===== src/rtl/snn_mac_sequencer_if.sv =====
// Control bundle between the SNN MAC sequencer and the datapath it steers.
// master = sequencer (drives addresses/strobes), slave = datapath side.
interface snn_mac_sequencer_if #(
   parameter int unsigned NUM_IN  = 784,
   parameter int unsigned NUM_HID = 32,
   parameter int unsigned NUM_OUT = 10
);
   localparam int unsigned AwIn  = $clog2(NUM_IN);
   localparam int unsigned AwHid = $clog2(NUM_HID);
   localparam int unsigned AwOut = $clog2(NUM_OUT);
   localparam int unsigned AwHw  = $clog2(NUM_IN * NUM_HID);
   localparam int unsigned AwOw  = $clog2(NUM_HID * NUM_OUT);

   logic             start;
   logic [7:0]       act_q;
   logic [AwIn-1:0]  addr_input_unit;
   logic [AwHw-1:0]  addr_hw;
   logic [AwOw-1:0]  addr_ow;
   logic [AwHid-1:0] addr_hidden;
   logic [AwOut-1:0] addr_output;
   logic             sel_layer;
   logic             mac_clr;
   logic             mac_en;
   logic             lut_rd;
   logic             we_hidden;
   logic             we_output;
   logic [AwOut-1:0] digit;
   logic             done;

   modport master (
      input  start, act_q,
      output addr_input_unit, addr_hw, addr_ow, addr_hidden, addr_output, sel_layer,
             mac_clr, mac_en, lut_rd, we_hidden, we_output, digit, done
   );

   modport slave (
      output start, act_q,
      input  addr_input_unit, addr_hw, addr_ow, addr_hidden, addr_output, sel_layer,
             mac_clr, mac_en, lut_rd, we_hidden, we_output, digit, done
   );
endinterface


===== src/rtl/snn_mac_sequencer.sv =====
// Sequencer for the SNN core: hidden layer then output layer on one shared MAC,
// with a running argmax over the output activations.
module snn_mac_sequencer #(
   parameter int unsigned NUM_IN  = 784,
   parameter int unsigned NUM_HID = 32,
   parameter int unsigned NUM_OUT = 10
) (
   input logic                 clk,
   input logic                 rst_n,
   snn_mac_sequencer_if.master bus
);
   localparam int unsigned AwIn  = $clog2(NUM_IN);
   localparam int unsigned AwHid = $clog2(NUM_HID);
   localparam int unsigned AwOut = $clog2(NUM_OUT);
   localparam int unsigned AwHw  = $clog2(NUM_IN * NUM_HID);
   localparam int unsigned AwOw  = $clog2(NUM_HID * NUM_OUT);

   localparam logic [AwIn-1:0]  KLast = AwIn'(NUM_IN - 1);
   localparam logic [AwHid-1:0] JLast = AwHid'(NUM_HID - 1);
   localparam logic [AwHid-1:0] HLast = AwHid'(NUM_HID - 1);
   localparam logic [AwOut-1:0] OLast = AwOut'(NUM_OUT - 1);

   typedef enum logic [3:0] {
      StIdle, StHidMac, StHidBp1, StHidBp2, StHidWr,
      StOutMac, StOutBp1, StOutBp2, StOutWr, StDone
   } state_e;

   state_e           state_q, state_d;
   logic [AwIn-1:0]  k_q;
   logic [AwHid-1:0] j_q, h_q;
   logic [AwOut-1:0] o_q, digit_q;
   logic [AwHw-1:0]  hw_q;
   logic [AwOw-1:0]  ow_q;
   logic [7:0]       best_q;
   logic             mac_en_q;

   always_ff @(posedge clk) begin
      if (!rst_n) state_q <= StIdle;
      else        state_q <= state_d;
   end

   always_comb begin
      state_d = state_q;
      unique case (state_q)
         StIdle:   if (bus.start) state_d = StHidMac;
         StHidMac: if (k_q == KLast) state_d = StHidBp1;
         StHidBp1: state_d = StHidBp2;
         StHidBp2: state_d = StHidWr;
         StHidWr:  state_d = (h_q == HLast) ? StOutMac : StHidMac;
         StOutMac: if (j_q == JLast) state_d = StOutBp1;
         StOutBp1: state_d = StOutBp2;
         StOutBp2: state_d = StOutWr;
         StOutWr:  state_d = (o_q == OLast) ? StDone : StOutMac;
         StDone:   state_d = StIdle;
         default:  state_d = StIdle;
      endcase
   end

   // Weight addresses run continuously across units so no h*NUM_IN product is needed.
   always_ff @(posedge clk) begin
      if (!rst_n) begin
         k_q      <= '0;
         j_q      <= '0;
         h_q      <= '0;
         o_q      <= '0;
         hw_q     <= '0;
         ow_q     <= '0;
         best_q   <= '0;
         digit_q  <= '0;
         mac_en_q <= 1'b0;
      end else begin
         mac_en_q <= (state_q == StHidMac) || (state_q == StOutMac);
         unique case (state_q)
            StIdle: begin
               if (bus.start) begin
                  k_q    <= '0;
                  j_q    <= '0;
                  h_q    <= '0;
                  o_q    <= '0;
                  hw_q   <= '0;
                  ow_q   <= '0;
                  best_q <= '0;
               end
            end
            StHidMac: begin
               hw_q <= hw_q + 1'b1;
               if (k_q != KLast) k_q <= k_q + 1'b1;
            end
            StHidWr: begin
               k_q <= '0;
               h_q <= h_q + 1'b1;
            end
            StOutMac: begin
               ow_q <= ow_q + 1'b1;
               if (j_q != JLast) j_q <= j_q + 1'b1;
            end
            StOutWr: begin
               j_q <= '0;
               o_q <= o_q + 1'b1;
               // Strict compare: ties keep the lower index.
               if (bus.act_q > best_q || o_q == '0) begin
                  best_q  <= bus.act_q;
                  digit_q <= o_q;
               end
            end
            default: ;
         endcase
      end
   end

   assign bus.addr_input_unit = k_q;
   assign bus.addr_hw         = hw_q;
   assign bus.addr_ow         = ow_q;
   assign bus.addr_output     = o_q;
   assign bus.mac_en          = mac_en_q;
   assign bus.digit           = digit_q;

   always_comb begin
      bus.mac_clr     = 1'b0;
      bus.lut_rd      = 1'b0;
      bus.we_hidden   = 1'b0;
      bus.we_output   = 1'b0;
      bus.done        = 1'b0;
      bus.sel_layer   = 1'b0;
      bus.addr_hidden = h_q;
      unique case (state_q)
         StIdle:   bus.mac_clr = 1'b1;
         StHidBp2: bus.lut_rd = 1'b1;
         StHidWr: begin
            bus.we_hidden = 1'b1;
            bus.mac_clr   = 1'b1;
         end
         StOutMac: begin
            bus.sel_layer   = 1'b1;
            bus.addr_hidden = j_q;
         end
         StOutBp1: bus.sel_layer = 1'b1;
         StOutBp2: begin
            bus.sel_layer = 1'b1;
            bus.lut_rd    = 1'b1;
         end
         StOutWr: begin
            bus.sel_layer = 1'b1;
            bus.we_output = 1'b1;
            bus.mac_clr   = 1'b1;
         end
         StDone:   bus.done = 1'b1;
         default: ;
      endcase
   end
endmodule

===== src/flat_wrapper.sv =====
// flat-port wrapper written by rule: the top's interface ports become plain ports
module snn_mac_sequencer_flat 
#(
   parameter int unsigned NUM_IN  = 784,
   parameter int unsigned NUM_HID = 32,
   parameter int unsigned NUM_OUT = 10
)
  (clk, rst_n, bus_start, bus_act_q, bus_addr_input_unit, bus_addr_hw, bus_addr_ow, bus_addr_hidden, bus_addr_output, bus_sel_layer, bus_mac_clr, bus_mac_en, bus_lut_rd, bus_we_hidden, bus_we_output, bus_digit, bus_done);
  snn_mac_sequencer_if #(.NUM_IN(NUM_IN), .NUM_HID(NUM_HID), .NUM_OUT(NUM_OUT)) bus_i ();
  input logic clk;
  input logic rst_n;
  input wire logic [$bits(bus_i.start)-1:0] bus_start;
  input wire logic [$bits(bus_i.act_q)-1:0] bus_act_q;
  output wire logic [$bits(bus_i.addr_input_unit)-1:0] bus_addr_input_unit;
  output wire logic [$bits(bus_i.addr_hw)-1:0] bus_addr_hw;
  output wire logic [$bits(bus_i.addr_ow)-1:0] bus_addr_ow;
  output wire logic [$bits(bus_i.addr_hidden)-1:0] bus_addr_hidden;
  output wire logic [$bits(bus_i.addr_output)-1:0] bus_addr_output;
  output wire logic [$bits(bus_i.sel_layer)-1:0] bus_sel_layer;
  output wire logic [$bits(bus_i.mac_clr)-1:0] bus_mac_clr;
  output wire logic [$bits(bus_i.mac_en)-1:0] bus_mac_en;
  output wire logic [$bits(bus_i.lut_rd)-1:0] bus_lut_rd;
  output wire logic [$bits(bus_i.we_hidden)-1:0] bus_we_hidden;
  output wire logic [$bits(bus_i.we_output)-1:0] bus_we_output;
  output wire logic [$bits(bus_i.digit)-1:0] bus_digit;
  output wire logic [$bits(bus_i.done)-1:0] bus_done;
  assign bus_i.start = bus_start;
  assign bus_i.act_q = bus_act_q;
  assign bus_addr_input_unit = bus_i.addr_input_unit;
  assign bus_addr_hw = bus_i.addr_hw;
  assign bus_addr_ow = bus_i.addr_ow;
  assign bus_addr_hidden = bus_i.addr_hidden;
  assign bus_addr_output = bus_i.addr_output;
  assign bus_sel_layer = bus_i.sel_layer;
  assign bus_mac_clr = bus_i.mac_clr;
  assign bus_mac_en = bus_i.mac_en;
  assign bus_lut_rd = bus_i.lut_rd;
  assign bus_we_hidden = bus_i.we_hidden;
  assign bus_we_output = bus_i.we_output;
  assign bus_digit = bus_i.digit;
  assign bus_done = bus_i.done;
  snn_mac_sequencer #(.NUM_IN(NUM_IN), .NUM_HID(NUM_HID), .NUM_OUT(NUM_OUT)) u_core (.clk(clk), .rst_n(rst_n), .bus(bus_i));
endmodule

===== config.mk =====
export PLATFORM = sky130hd
export DESIGN_NAME = snn_mac_sequencer_flat
export DESIGN_NICKNAME = d
export VERILOG_FILES = /design/src/rtl/snn_mac_sequencer_if.sv /design/src/rtl/snn_mac_sequencer.sv /design/src/flat_wrapper.sv
export SDC_FILE = /design/constraint.sdc
export NUM_CORES = 1
export LEC_CHECK = 0
export CORE_ASPECT_RATIO = 1.1
export CORE_MARGIN = 10
export CORE_UTILIZATION = 56
export DETAILED_ROUTE_END_ITERATION = 6
export PLACE_DENSITY = 0.85
export SETUP_SLACK_MARGIN = 0.2
export SYNTH_ARGS = -nofsm -noshare
export SYNTH_HDL_FRONTEND = slang
export SYNTH_SLANG_ARGS = --single-unit

===== constraint.sdc =====
create_clock -name clk -period 3.7 [get_ports clk]
set_clock_uncertainty 0.05 [all_clocks]
set_input_delay 0.37 -clock clk [delete_from_list [all_inputs] [get_ports clk]]
set_output_delay 0.37 -clock clk [all_outputs]
set_load 0.01 [all_outputs]

# ---- After elaboration in Yosys (flattened, before gate mapping)
# Cells that the tools add are included.
# Widths: inputs -> output; s select.
dict set report word_totals {
  regBits 65
  out_inout_bits 54
}
dict set report classes {
  n_reduce_logical 22
  n_eq_ne 21
  n_addsub 6
  mux 29
  order_cmp 1
}
# operator count
set op_table {}
lappend op_table {{$pmux 4 s9} 1}
lappend op_table {{$pmux 10 s3} 1}
lappend op_table {{$pmux 15 s2} 1}
lappend op_table {{$mux 10} 2}
lappend op_table {{$mux 4} 5}
lappend op_table {{$pmux 9 s2} 1}
lappend op_table {{$eq 4x3->1 const B} 4}
lappend op_table {{$mux 8} 2}
lappend op_table {{$pmux 8 s2} 1}
lappend op_table {{$add 15x1->15 const B} 1}
lappend op_table {{$mux 15} 1}
lappend op_table {{$mux 5} 3}
lappend op_table {{$pmux 5 s3} 1}
lappend op_table {{$eq 4x4->1 const B} 3}
lappend op_table {{$reduce_and 3->1} 4}
lappend op_table {{$add 10x1->10 const B} 1}
lappend op_table {{$add 5x1->5 const B} 2}
lappend op_table {{$eq 10x10->1 const B} 1}
lappend op_table {{$eq 5x5->1 const B} 2}
lappend op_table {{$ne 10x10->1 const B} 1}
lappend op_table {{$pmux 5 s2} 1}
lappend op_table {{$reduce_and 2->1} 5}
lappend op_table {{$add 9x1->9 const B} 1}
lappend op_table {{$mux 9} 1}
lappend op_table {{17 further kinds} 33}

# ---- Logic depth before layout (Yosys ltp)
dict set report logic_depth {
  depth_word 4
  ltp_mapped 8
  mapped_depth_nobuf 7
}

# ---- Least setup slack after synthesis
# OpenSTA, ideal clock, no wires.
dict set report synth_timing {
  path_kind {register -> register}
  from {register u_core.state_q[3]}
  to {register u_core.hw_q[10], in the netlist u_core.bus.addr_hw[10]}
  n_path_buf 2
  synth_period_minus_slack_ps 1906
  path_slack_ps 1794
  arrival_ps 1742
  path_stages_with_launch 8
  cell_sequence {dfxtp_1 buf_2 or4b_1 buf_2 nor3_4 nand4_1 and3_1 o21a_1}
}
dict set report synth_via {
  elab_chain_cells 3
  elab_cells_between_ends 6
  cone_classes {2 x eq/ne; 1 x mux; 3 x reduce/logical}
}
# element line
set synth_lines {}
lappend synth_lines {{start: declaration} snn_mac_sequencer.sv:28} ;# state_e state_q, state_d;
lappend synth_lines {{start signal: assignment} snn_mac_sequencer.sv:38} ;# if (!rst_n) state_q <= StIdle;
lappend synth_lines {{start signal: assignment} snn_mac_sequencer.sv:39} ;# else state_q <= state_d;
lappend synth_lines {{$eq 4x1->1 / $logic_not 4->1 (equally long branches)} snn_mac_sequencer.sv:73} ;# unique case (state_q)
lappend synth_lines {{$reduce_bool 2->1 (no source line) / $ne 2x2->1 (equally long branches)} -}
lappend synth_lines {{$reduce_and 2->1 (no source line)} -}
lappend synth_lines {{end signal: assignment} snn_mac_sequencer.sv:86} ;# hw_q <= hw_q + 1'b1;
lappend synth_lines {{end: declaration} snn_mac_sequencer.sv:32} ;# logic [AwHw-1:0] hw_q;
# Parallel ways exist; a longest one is shown, timed or not.
# A chain may end at the register's enable or synchronous reset.

# ---- Worst setup path after layout
dict set report layout_timing {
  from {register u_core.state_q[3]}
  to {output port bus_addr_hidden[4]}
}
dict set report layout_via {
  elab_chain_cells 2
}
# element line
set layout_lines {}
lappend layout_lines {{$eq 4x3->1} snn_mac_sequencer.sv:126} ;# unique case (state_q)
lappend layout_lines {{$mux 5} snn_mac_sequencer.sv:126}
lappend layout_lines {{end: declaration} flat_wrapper.sv:17} ;# output wire logic [$bits(bus_i.addr_hidden)-1:0] bus_addr_hidden;
# No other way between the ends.

==> Flow_metrics.wiki <==
{| class="wikitable"
! Metric !! Value
|-
| Overall via count from detail_route || 3,263
|-
| Maximum number of pins on one net before global-route repair || 35
|-
| CTS Buf Count || 9
|-
| Areal power density over the cells || 329 nW/µm²
|-
| Maximum clock rate || 344 MHz
|-
| Critical Path Source Type || flip-flop
|-
| Setup slack, reg-to-reg || 1.40 ns
|-
| Clock transition at the registers of the reported paths || 0.07 ns
|-
| Standby leakage power || 1.50 nW
|-
| Crit path top cell by count || nand2_1
|-
| CP cell instances || nor2_1 -> and3_1 -> nand2_1 -> nand2_1 -> clkdlybuf4s50_1
|-
| Final number of max-transition violations || 0
|-
| Data required time at the worst endpoint || 3.28 ns
|-
| Cell with the largest stage delay on the worst path || and3_1
|-
| Critical path fanouts, max || 19
|-
| Clk buf depth || 2
|-
| Setup slack at placement || 1.17 ns
|-
| Reg2Reg Launch Point || u_core.state_q[0]
|-
| GRT overflow || 0
|-
| Hold worst-path end || u_core.bus.digit[1]
|-
| Number of cells upsized or downsized after cts || 0
|-
| Synthesized net count || 449
|-
| Sequential-to-total area share from yosys stat || 38.1%
|-
| Hold Fails Final Rpt || 0
|-
| EDFF count, synth || 0
|-
| Number of placement rows || 29
|-
| CTS root buf || clkbuf_8
|-
| Setup repair after global routing missed its margin || no
|-
| Synthesized area divided by synthesized cell count || 8.12 µm²
|-
| Dominant register cell in the synthesized netlist || dfxtp_1
|-
| Count of port buffers added during placement || 64
|-
| Length in cells of the worst reg-to-reg path || 5
|-
| Number of instances in the synthesized netlist || 420
|-
| Core ar. || 5840 µm²
|-
| Skew-Pair Late Insertion Delay || 0.34 ns
|-
| Clock network fraction of design power || 37.0%
|-
| Routed Wire Length || 8570 µm
|-
| Relative slew margins || 58.6%
|-
| Cell family with the largest share of critical-path delay || simple AND/OR/NAND/NOR gates
|-
| Detail Route Antenna Nets || 0
|-
| Classification of the worst setup path || flip-flop to output port
|-
| Routed length per instance || 15.3 µm
|-
| Setup Total Neg Slack || 0 ns
|-
| TritonCTS sink count || 65
|-
| End of the worst register-to-register path || u_core.bus.addr_hw[10]
|-
| Nets@finish || 509
|-
| Transition time at the pin with the least slew margin || 0.619 ns
|-
| Switching Fraction || 26.8%
|-
| Share of final-layout standard cells stronger than drive strength 1 || 5.17%
|-
| Sequential cell fraction of total power || 51.6%
|-
| Area overhead of the layout relative to synthesis || 24.8%
|-
| Post-CTS Setup Repair Bufs || 0
|-
| Switching power summed over all nets || 376 µW
|-
| Min Clock Period, post-route || 2.90 ns
|-
| Length of the first detailed-routing pass in iterations || 5
|-
| Via-per-instance ratio || 5.82
|-
| Post-cts hold buffer count || 0
|-
| Ant. Diodes || 0
|-
| Vias in the first global route || 3,117
|-
| Die extent in y || 102 µm
|-
| Netlist Area Pre-Place || 3410 µm²
|-
| Tot Pwr || 1.40 mW
|-
| Post-synth cell types || 57
|-
| Worst min-delay path startpoint || u_core.bus.digit[1]
|-
| Type of the tightest min-delay check || flip-flop to flip-flop
|-
| Endpoints failing setup || 0
|-
| Number of warnings printed during yosys synthesis || 0
|-
| Bufs and invs on worst path || 1
|-
| Detailed-placement wirelength estimate || 6220 µm
|-
| Area of the die || 9620 µm²
|-
| Synthesis-stage register bit count || 65
|-
| Part of the total power dissipated in combinational logic || 11.4%
|-
| Violation count after the first detailed-routing iteration || 218
|-
| # IOs || 65
|-
| Peak per-stage delay on the critical path || 0.53 ns
|-
| Total of max-cap violations || 0
|-
| First-pass GRT wire length || 14,200 µm
|-
| Hold Crit Depth || 2
|-
| Max rail drop VDD || 0.266 mV
|-
| Worst Setup End Kind || output port
|-
| Proportion of synthesized flip-flops having asynchronous set or reset || 0%
|-
| Run status || complete, no violations
|-
| Final WS setup || 0.797 ns
|-
| WP data arrival || 2.48 ns
|-
| Number of levels in the clock H-tree || 3
|-
| Die span in x || 94.4 µm
|-
| Internal Dissipation || 1.03 mW
|-
| CTS tree || built
|-
| Last weighted congestion value of the routability-driven placer || 0.814
|-
| Antenna violations before repair || 0
|-
| Total GRT Usage || 17.8%
|-
| Period utilization || 78.5%
|-
| Final routed DRC violation total || 0
|-
| Initial Utilization || 58.4%
|}
-- cell families (layout without fill, tap and decap cells) --
kind of cell,Yosys count,in the layout,synth area share (%)
XOR/XNOR,16,16,4.11
buffers and inverters,33,97,3.74
flip-flops,65,65,38.1
adder cells (fa/ha/maj),18,18,6.60
multiplexers,9,9,2.71
AND/OR/NAND/NOR,179,179,25.8
AO/OA/AOI/OAI,100,100,18.9
-- worst min-delay path, delay by kind of cell, from the launching register on --
kind / cells / cell delay, ns
and+or+nand+nor: 1 / 0.05
muxes: 1 / 0.05
DFF: 1 / 0.31
-- area by class of cell --
cell class / count / area [µm²]
inverters: 16 / 60.1
clock buffers: 12 / 145
multi-input cells: 322 / 1980
repair buffers: 66 / 656
fillers: 480 / 1580
clock inverters: 3 / 17.5
well taps: 77 / 96.3
flip-flops and latches: 65 / 1300
-- flip-flops by register name, summed over array words and instances (netlist names) --
name and count:
u_core.bus.addr_output 4, u_core.j_q 5, u_core.bus.digit 4, u_core.bus.addr_ow 9, u_core.bus.addr_input_unit 10, u_core.h_q 5, u_core.state_q 4, u_core.best_q 8
u_core.bus.mac_en 1, u_core.bus.addr_hw 15
-- metrics by stage --
| stage | instances | util, % | area, µm² | hold slack, ns |
|---|---|---|---|---|
| 4_1_cts | 561 | 72.9 | 4260 | 0.417 |
| 2_1_floorplan | 420 | - | 3410 | 0.389 |
| 3_3_place_gp | 546 | 70.1 | 4100 | 0.392 |
| 5_1_grt | 561 | 72.9 | 4260 | 0.450 |
| 6_report | 561 | 72.9 | 4260 | 0.412 |
| 3_5_place_dp | 546 | 70.1 | 4100 | 0.409 |
-- metal layers --
layer	share of wire (%)	vias up	track usage (%)
met1	44	1546	21.1
met5	0	-	0
li1	-	1626	-
met3	7.5	11	5.79
met2	47	80	28.8
met4	1.4	0	8.19
-- power by group through the flow --
stage                     clock [mW]  sequential, mW  combinational [mW]
final                          0.519           0.723               0.161
after global routing           0.556           0.725               0.176
after CTS                      0.522           0.723               0.160
after detailed placement           0           0.739               0.159
after global placement             0           0.739               0.153
after floorplan                    0           0.735               0.105
-- worst max path at each step --
| stage | cells past startpoint | from | end |
|---|---|---|---|
| floorplan | 7 | u_core.state_q[3] | u_core.bus.addr_hw[10] |
| global route | 5 | u_core.state_q[3] | bus_addr_hidden[2] |
| detailed placement | 5 | u_core.state_q[3] | bus_addr_hidden[4] |
| CTS | 5 | u_core.state_q[3] | bus_addr_hidden[4] |
| finish | 5 | u_core.state_q[3] | bus_addr_hidden[4] |
| global placement | 5 | u_core.state_q[3] | bus_addr_hidden[4] |
-- cells in the mapped netlist, drive strengths merged (8+ instances only) --
cell	n	area [µm²]
and3	8	50.1
nand3	20	100
dfxtp	65	1300
nor2	54	203
o21ai	22	110
o31ai	9	81.3
ha	18	225
nand4	9	56.3
xnor2	11	96.3
nand2	50	188
inv	14	52.6
a21oi	36	184
clkbuf	13	48.8
-- cell usage in the layout, fill, tap and decap left out, drive strengths merged, types with 8 or more instances in the layout --
| cell | count |
|---|---|
| ha | 18 |
| nand3 | 20 |
| o21ai | 22 |
| nand4 | 9 |
| inv | 14 |
| dfxtp | 65 |
| and3 | 8 |
| clkbuf | 12 |
| nand2 | 50 |
| o31ai | 9 |
| clkdlybuf4s50 | 64 |
| xnor2 | 11 |
| nor2 | 54 |
| a21oi | 36 |
Note: power is estimated with default switching activity, not from simulation.
